===== src/rtl/result_readout_if.sv =====
// Result handshake between the multiplier result source and the readout block.
interface result_readout_if;
  logic        result_valid;
  logic [31:0] dataR;
  logic        result_ready;

  // Producer side: offers a result word and watches for acceptance.
  modport master (
    output result_valid,
    output dataR,
    input  result_ready
  );

  // Consumer side: the readout block captures the word when ready.
  modport slave (
    input  result_valid,
    input  dataR,
    output result_ready
  );
endinterface


===== src/rtl/result_readout.sv =====
// Result readout: captures a 32-bit result word over a valid/ready handshake
// and shows it as two 16-bit halves on four active-low 7-segment digits.
// A debounced enter pushbutton steps IDLE -> SHOW_HI -> SHOW_LO -> IDLE.
module result_readout #(
  parameter int DEBOUNCE_CYCLES = 250000
) (
  input  logic             clk,
  input  logic             reset,
  input  logic             enter,
  result_readout_if.slave  bus,
  output logic             show_high,
  output logic             readout_done,
  output logic [6:0]       disp3,
  output logic [6:0]       disp2,
  output logic [6:0]       disp1,
  output logic [6:0]       disp0
);

  localparam int            CW       = $clog2(DEBOUNCE_CYCLES + 1);
  localparam logic [CW-1:0] CNT_LAST = CW'(DEBOUNCE_CYCLES - 1);
  localparam logic [6:0]    SEG_OFF  = 7'h7F;

  typedef enum logic [1:0] {
    S_IDLE    = 2'd0,
    S_SHOW_HI = 2'd1,
    S_SHOW_LO = 2'd2
  } state_t;

  // Hex digit to active-low segments {g,f,e,d,c,b,a}.
  function automatic logic [6:0] hex7(input logic [3:0] n);
    logic [6:0] s;
    case (n)
      4'h0:    s = 7'b1000000;
      4'h1:    s = 7'b1111001;
      4'h2:    s = 7'b0100100;
      4'h3:    s = 7'b0110000;
      4'h4:    s = 7'b0011001;
      4'h5:    s = 7'b0010010;
      4'h6:    s = 7'b0000010;
      4'h7:    s = 7'b1111000;
      4'h8:    s = 7'b0000000;
      4'h9:    s = 7'b0010000;
      4'hA:    s = 7'b0001000;
      4'hB:    s = 7'b0000011;
      4'hC:    s = 7'b1000110;
      4'hD:    s = 7'b0100001;
      4'hE:    s = 7'b0000110;
      4'hF:    s = 7'b0001110;
      default: s = SEG_OFF;
    endcase
    return s;
  endfunction

  // Enter conditioning state.
  logic          sync1_q, sync2_q;
  logic          acc_q, acc_d;
  logic [CW-1:0] cnt_q, cnt_d;
  logic          press_s;

  // FSM and output registers.
  state_t        state_q, state_d;
  logic [31:0]   word_q, word_d;
  logic          ready_q, ready_d;
  logic          show_high_q, show_high_d;
  logic          done_q, done_d;
  logic [27:0]   disp_q, disp_d;

  // Debounce: count mismatch cycles; flip the accepted level after a full stable run.
  // press fires in the cycle the accepted level is about to rise, so the FSM
  // reacts on the same edge that updates the accepted level.
  always_comb begin
    cnt_d   = cnt_q;
    acc_d   = acc_q;
    press_s = 1'b0;
    if (sync2_q != acc_q) begin
      if (cnt_q == CNT_LAST) begin
        cnt_d   = '0;
        acc_d   = sync2_q;
        press_s = sync2_q;
      end else begin
        cnt_d = cnt_q + CW'(1);
      end
    end else begin
      cnt_d = '0;
    end
  end

  // Next state, word capture and next output values (outputs follow next state).
  always_comb begin
    state_d = state_q;
    word_d  = word_q;
    done_d  = 1'b0;
    case (state_q)
      S_IDLE: begin
        // A press arriving together with a result is dropped: capture wins.
        if (bus.result_valid && ready_q) begin
          word_d  = bus.dataR;
          state_d = S_SHOW_HI;
        end else begin
          state_d = S_IDLE;
        end
      end
      S_SHOW_HI: begin
        if (press_s) begin
          state_d = S_SHOW_LO;
        end else begin
          state_d = S_SHOW_HI;
        end
      end
      S_SHOW_LO: begin
        if (press_s) begin
          state_d = S_IDLE;
          done_d  = 1'b1;
        end else begin
          state_d = S_SHOW_LO;
        end
      end
      default: begin
        state_d = S_IDLE;
      end
    endcase

    ready_d     = (state_d == S_IDLE);
    show_high_d = (state_d == S_SHOW_HI);
    case (state_d)
      S_SHOW_HI: disp_d = {hex7(word_d[31:28]), hex7(word_d[27:24]),
                           hex7(word_d[23:20]), hex7(word_d[19:16])};
      S_SHOW_LO: disp_d = {hex7(word_d[15:12]), hex7(word_d[11:8]),
                           hex7(word_d[7:4]),   hex7(word_d[3:0])};
      default:   disp_d = {4{SEG_OFF}};
    endcase
  end

  // All state and output registers; reset returns everything to the blank IDLE view.
  always_ff @(posedge clk or posedge reset) begin
    if (reset) begin
      sync1_q     <= 1'b0;
      sync2_q     <= 1'b0;
      acc_q       <= 1'b0;
      cnt_q       <= '0;
      state_q     <= S_IDLE;
      word_q      <= 32'h0000_0000;
      ready_q     <= 1'b1;
      show_high_q <= 1'b0;
      done_q      <= 1'b0;
      disp_q      <= {4{SEG_OFF}};
    end else begin
      sync1_q     <= enter;
      sync2_q     <= sync1_q;
      acc_q       <= acc_d;
      cnt_q       <= cnt_d;
      state_q     <= state_d;
      word_q      <= word_d;
      ready_q     <= ready_d;
      show_high_q <= show_high_d;
      done_q      <= done_d;
      disp_q      <= disp_d;
    end
  end

  assign bus.result_ready = ready_q;
  assign show_high        = show_high_q;
  assign readout_done     = done_q;
  assign disp3            = disp_q[27:21];
  assign disp2            = disp_q[20:14];
  assign disp1            = disp_q[13:7];
  assign disp0            = disp_q[6:0];

endmodule

===== src/flat_wrapper.sv =====
// flat-port wrapper written by rule: the top's interface ports become plain ports
module result_readout_flat 
#(
  parameter int DEBOUNCE_CYCLES = 250000
)
  (clk, reset, enter, show_high, readout_done, disp3, disp2, disp1, disp0, bus_result_valid, bus_dataR, bus_result_ready);
  result_readout_if bus_i ();
  input  logic clk;
  input  logic reset;
  input  logic enter;
  output logic show_high;
  output logic readout_done;
  output logic [6:0] disp3;
  output logic [6:0] disp2;
  output logic [6:0] disp1;
  output logic [6:0] disp0;
  input wire logic [$bits(bus_i.result_valid)-1:0] bus_result_valid;
  input wire logic [$bits(bus_i.dataR)-1:0] bus_dataR;
  output wire logic [$bits(bus_i.result_ready)-1:0] bus_result_ready;
  assign bus_i.result_valid = bus_result_valid;
  assign bus_i.dataR = bus_dataR;
  assign bus_result_ready = bus_i.result_ready;
  result_readout #(.DEBOUNCE_CYCLES(DEBOUNCE_CYCLES)) u_core (.clk(clk), .reset(reset), .enter(enter), .bus(bus_i), .show_high(show_high), .readout_done(readout_done), .disp3(disp3), .disp2(disp2), .disp1(disp1), .disp0(disp0));
endmodule

===== config.mk =====
export PLATFORM = sky130hd
export DESIGN_NAME = result_readout_flat
export DESIGN_NICKNAME = d
export VERILOG_FILES = /design/src/rtl/result_readout_if.sv /design/src/rtl/result_readout.sv /design/src/flat_wrapper.sv
export SDC_FILE = /design/constraint.sdc
export NUM_CORES = 1
export LEC_CHECK = 0
export CAP_MARGIN = 20
export CORE_MARGIN = 4
export CORE_UTILIZATION = 27
export CTS_CLUSTER_DIAMETER = 30
export DETAILED_ROUTE_END_ITERATION = 10
export PLACE_DENSITY_LB_ADDON = 0.25
export RECOVER_POWER = 25
export SYNTH_ARGS = -nofsm -noshare
export SYNTH_HDL_FRONTEND = slang
export SYNTH_SLANG_ARGS = --single-unit
export TNS_END_PERCENT = 1

===== constraint.sdc =====
create_clock -name clk -period 8.15 [get_ports clk]
set_input_delay 1.2225 -clock clk [delete_from_list [all_inputs] [get_ports clk]]
set_output_delay 1.2225 -clock clk [all_outputs]
set_load 0.01 [all_outputs]

=== After elaboration in Yosys (flattened, before gate mapping) ===
Memories as Yosys holds them, arrays and structs flattened.
Index checks and enable logic that the tools add are counted.

* Register bits after elaboration: 86
* Bits in read-only memories: 896
* Output and inout port bits: 31
* Memories kept: 8

* Add/subtract/negate cells: 1
* Equal/unequal tests: 6
* Muxes and demuxes: 13
* Reductions and logical operators: 4

{| class="wikitable"
|+ Memories
! memory !! depth !! width !! rd ports !! clocked after memory_dff !! wr ports !! RTL line !! source
|-
| (name not given) || 16 || 7 || 1 || 0 || 0 || result_readout.sv:32 || <nowiki>case (n)</nowiki>
|-
| (name not given) || 16 || 7 || 1 || 0 || 0 || result_readout.sv:32 ||
|-
| (name not given) || 16 || 7 || 1 || 0 || 0 || result_readout.sv:32 ||
|-
| (name not given) || 16 || 7 || 1 || 0 || 0 || result_readout.sv:32 ||
|-
| (name not given) || 16 || 7 || 1 || 0 || 0 || result_readout.sv:32 ||
|-
| (name not given) || 16 || 7 || 1 || 0 || 0 || result_readout.sv:32 ||
|-
| 2 more memories || - || - || - || - || - || - ||
|}

{| class="wikitable"
|+ Operator list
! operator !! number
|-
| $mux 32 || 2
|-
| $pmux 28 s2 || 1
|-
| $mux 18 || 2
|-
| $add 18x1->18 const B || 1
|-
| $eq 18x18->1 const B || 1
|-
| $pmux 2 s3 || 1
|-
| $mux 1 || 5
|-
| $eq 2x1->1 const B || 2
|-
| $eq 2x2->1 const B || 2
|-
| $logic_not 2->1 || 2
|-
| $mux 2 || 2
|-
| $reduce_and 2->1 || 1
|-
| $logic_and 1x1->1 || 1
|-
| $ne 1x1->1 || 1
|}

=== Longest topological paths before layout ===
* Word-level depth: 7
* Mapped depth: 12

=== Worst setup path after synthesis ===
Ideal clock, no wire load.

* Path type: in2reg
* From: input port bus_result_valid
* To: register u_core.disp_q[12]
* Data arrival time: 3.579 ns
* Data required time: 8.056 ns
* Setup slack: 4.477 ns
* Stages: 11
* Path buffers: 4
* Path through: nor4bb_2 buf_6 buf_12 buf_6 buf_2 mux2i_1 inv_1 ha_1 nand4_1 o21ai_1 or4_1

* Longest elaborated chain between the ends: 5
* Elaborated cells on any way between the ends: 10
* Those cells by class: eq/ne: 2; mux: 5; reduce/logical: 1; memory: 2

{| class="wikitable"
|+ Ends and longest elaborated chain
! element !! RTL line !! source
|-
| from (decl) || flat_wrapper.sv:17 || <nowiki>input wire logic [$bits(bus_i.result_valid)-1:0] bus_result_valid;</nowiki>
|-
| $logic_and 1x1->1 || result_readout.sv:96 || <nowiki>if (bus.result_valid && ready_q) begin</nowiki>
|-
| $mux 32 || result_readout.sv:96 ||
|-
| $mux 32 || result_readout.sv:93 || <nowiki>case (state_q)</nowiki>
|-
| net u_core.word_d[20] || result_readout.sv:62 || <nowiki>logic [31:0] word_q, word_d;</nowiki>
|-
| $mem_v2 16x7 || - ||
|-
| $pmux 28 s2 || result_readout.sv:125 || <nowiki>case (state_d)</nowiki>
|-
| net u_core.disp_d[12] || result_readout.sv:66 || <nowiki>logic [27:0] disp_q, disp_d;</nowiki>
|-
| to (signal assigned) || result_readout.sv:146 || <nowiki>disp_q <= {4{SEG_OFF}};</nowiki>
|-
| to (signal assigned) || result_readout.sv:157 || <nowiki>disp_q <= disp_d;</nowiki>
|-
| to (decl) || result_readout.sv:66 ||
|}

The timed path passes the listed nets, and every way through them passes these cells.
A chain may end at the register's enable or synchronous reset.

=== Worst setup path after layout ===
Ends and elaborated chain as after synthesis.

==> results.cfg <==
[clock_network]
post_cts_resized = 0
cts_hold_buf = 0
cts_buffer_depth = 2
cts_buffers = 9
clk_latency_ns = 0.35
cts_root_buf = clkbuf_16
clock-sinks = 86
cts_tree = done
post_cts_buffers = 0
clkTransAtPathRegs_ns = 0.06
htree_levels = 3

[place]
io_buffer_count = 66
routabilityCongestion = 0.8647
post_dp_cell_area_um2 = 6656
dp_hpwl_um = 10610

[cells_and_area]
num_antenna_cells = 0
syn_to_final_growth_pct = 21.08
fin_area_um2 = 6950
seq_area_um2 = 2188
nFillCells = 2203
drive_gt1_share_pct = 12.56
fin_nets = 729
multi_input_comb_area_um2 = 3282

[synthesis]
post_synth.cell_area_avg_um2 = 9.983
synth_top_cell_area_share_pct = 24.85
postSynthCellCount = 575
synth-async-reset-ratio_pct = 100.0
synth-edff-count = 0
synth.yosys.seq_area_share_pct = 38.12
syn-num-nets = 671
yosys.area.top_type = dfrtp_1
netlist_area_um2 = 5741
ys_types = 63
synth_flop_cell = dfrtp_1
synth_most_common_cell = nand2_1
synth-seq-cells = 86
yosys-top-cells-area = dfrtp_1, dfstp_2, ha_1
ys.warnings.count = 0
netlist_top_cells_count = nand2_1, ha_1, dfrtp_1, nor2_1

[route]
drt_pass1_iterations = 4
wl_per_cell_um = 16.05
via_per_inst = 4.922
drtIter0Drc = 195
vias = 4489
drc = 0
ant_nets = 0
routed_wirelength_um = 14640

[global_routing]
grt_usage_pct = 12.55
grt_pass1_wl_um = 24120
gr-total-overflow = 0
first_global_vias = 4589
antenna_found_initial = 1
grt_max_degree = 46

[critical_path]
critPathKind = in -> reg
cp_max_fo = 44
critPathArrivalTime_ns = 4.51
endpoint_kind = flip-flop
crit_required_ns = 8.40
crit_path_start_kind = input port

[floorplan]
die-area_um2 = 23660
die_y_um = 153.8
dieWidth_um = 153.8
start_util_pct = 27.39
std_cell_rows = 53
io-pin-count = 67
coreArea_um2 = 20960

[status]
status = complete, but fails checks
violations = max-capacitance violations, max-slew violations

[run]
drv_cap = 1

[timing]
tns_ns = 0
rsz0062_at_grt = false
holdWs_ns = 0.3568
finalCriticalPeriod_ns = 4.255
setup_viol = 0
max_slew_margin_pct = -24.93
tightest_slew_ns = 1.864
drv_slew = 43
fmax_ghz = 0.2350
finalHoldViolations = 0
fin_crit_sh_pct = 52.21
fin_worst_skew_ns = 0.009900

[pwr]
power_density_nw_per_um2 = 278.8
leakage_nw = 2.955
ir_worst_vdd_v = 0.0001344

[min_path]
hp-class = reg -> reg
-- area by class of cell --
cell class,instances,share of cell area [%]
Clock buffer,14,3.798
Clock inverter,1,0.4320
Inverter,40,2.178
Multi-Input combinational cell,426,47.22
Sequential cell,86,31.49
Tap cell,275,4.950
Timing Repair Buffer,70,9.937
-- per-layer routing --
metal	up-vias	GRT usage [%]	part of all wire, %
li1	2176	-	-
met1	2193	17.23	49
met2	104	19.85	46
met3	14	3.096	3.3
met4	2	3.322	1.2
met5	-	0	0.055
-- registers in the layout, summed over array words and instances (netlist names) --
name	flops
u_core.acc_q	1
u_core.bus.result_ready	1
u_core.cnt_q	18
u_core.disp_q	28
u_core.readout_done	1
u_core.show_high	1
u_core.state_q	2
u_core.sync1_q	1
u_core.sync2_q	1
u_core.word_q	32
-- worst max-delay path, stage by stage --
cell and delay, ns:
dlygate4sd3_1 0.58, nor4bb_4 0.20, buf_4 0.67, mux2i_1 0.54, inv_1 0.22, ha_1 0.31
mux2i_1 0.17, o21ai_1 0.07, or4_1 0.49
-- placed cells by master (no fill, tap or decap), types with 10 or more instances in the layout --
| master | instances |
|---|---|
| a211o_1 | 11 |
| a21oi_1 | 12 |
| a31oi_1 | 10 |
| clkdlybuf4s50_1 | 63 |
| dfrtp_1 | 57 |
| dfstp_2 | 29 |
| ha_1 | 60 |
| inv_1 | 28 |
| inv_2 | 10 |
| mux2i_1 | 26 |
| nand2_1 | 62 |
| nand3_1 | 20 |
| nand4_1 | 17 |
| nor2_1 | 35 |
| nor3_1 | 14 |
| o2111ai_1 | 13 |
| xor2_1 | 11 |
-- final timing paths --
check,from,endpoint,slack (ns),depth (start not counted)
worst min register to register,u_core.sync1_q$_DFF_PP0_,u_core.sync2_q$_DFF_PP0_,0.36,0
worst max-delay path,bus_result_valid,u_core.disp_q[12]$_DFF_PP1_,3.90,9
worst max register to register,u_core.cnt_q[4]$_DFF_PP0_,u_core.disp_q[26]$_DFF_PP1_,4.68,10
worst min-delay path,u_core.sync1_q$_DFF_PP0_,u_core.sync2_q$_DFF_PP0_,0.36,0
min in group asynchronous,reset,u_core.readout_done$_DFF_PP0_,1.81,2
max in group asynchronous,reset,u_core.word_q[1]$_DFF_PP0_,5.05,3
-- stage by stage --
stage / instances / worst slack (ns) / total power [mW] / utilization [%]
finish: 912 / 3.895 / 1.937 / 33.17
global route: 912 / 3.665 / 2.084 / 33.17
CTS: 912 / 3.984 / 1.960 / 33.17
detailed placement: 897 / 3.637 / 1.523 / 31.77
global placement: 897 / 3.816 / 1.517 / 31.77
floorplan: 575 / 4.477 / 1.204 / -
-- report_power, final --
part	switching [mW]	leakage [nW]	internal [mW]	total [mW]
Sequential	0.0565	1.03	0.593	0.649
Combinational	0.486	1.78	0.385	0.871
Clock	0.165	0.143	0.253	0.418
Total	0.707	2.95	1.23	1.94
-- cell families after synthesis --
family,after synthesis,synth area share (%)
fa+ha+maj,60,13.08
mux,48,10.57
xor+xnor,20,3.051
buf+inv,63,4.860
compound gates,99,12.79
flops,86,38.12
simple gates,199,17.52
No activity file was read; power rests on OpenSTA's default activity.
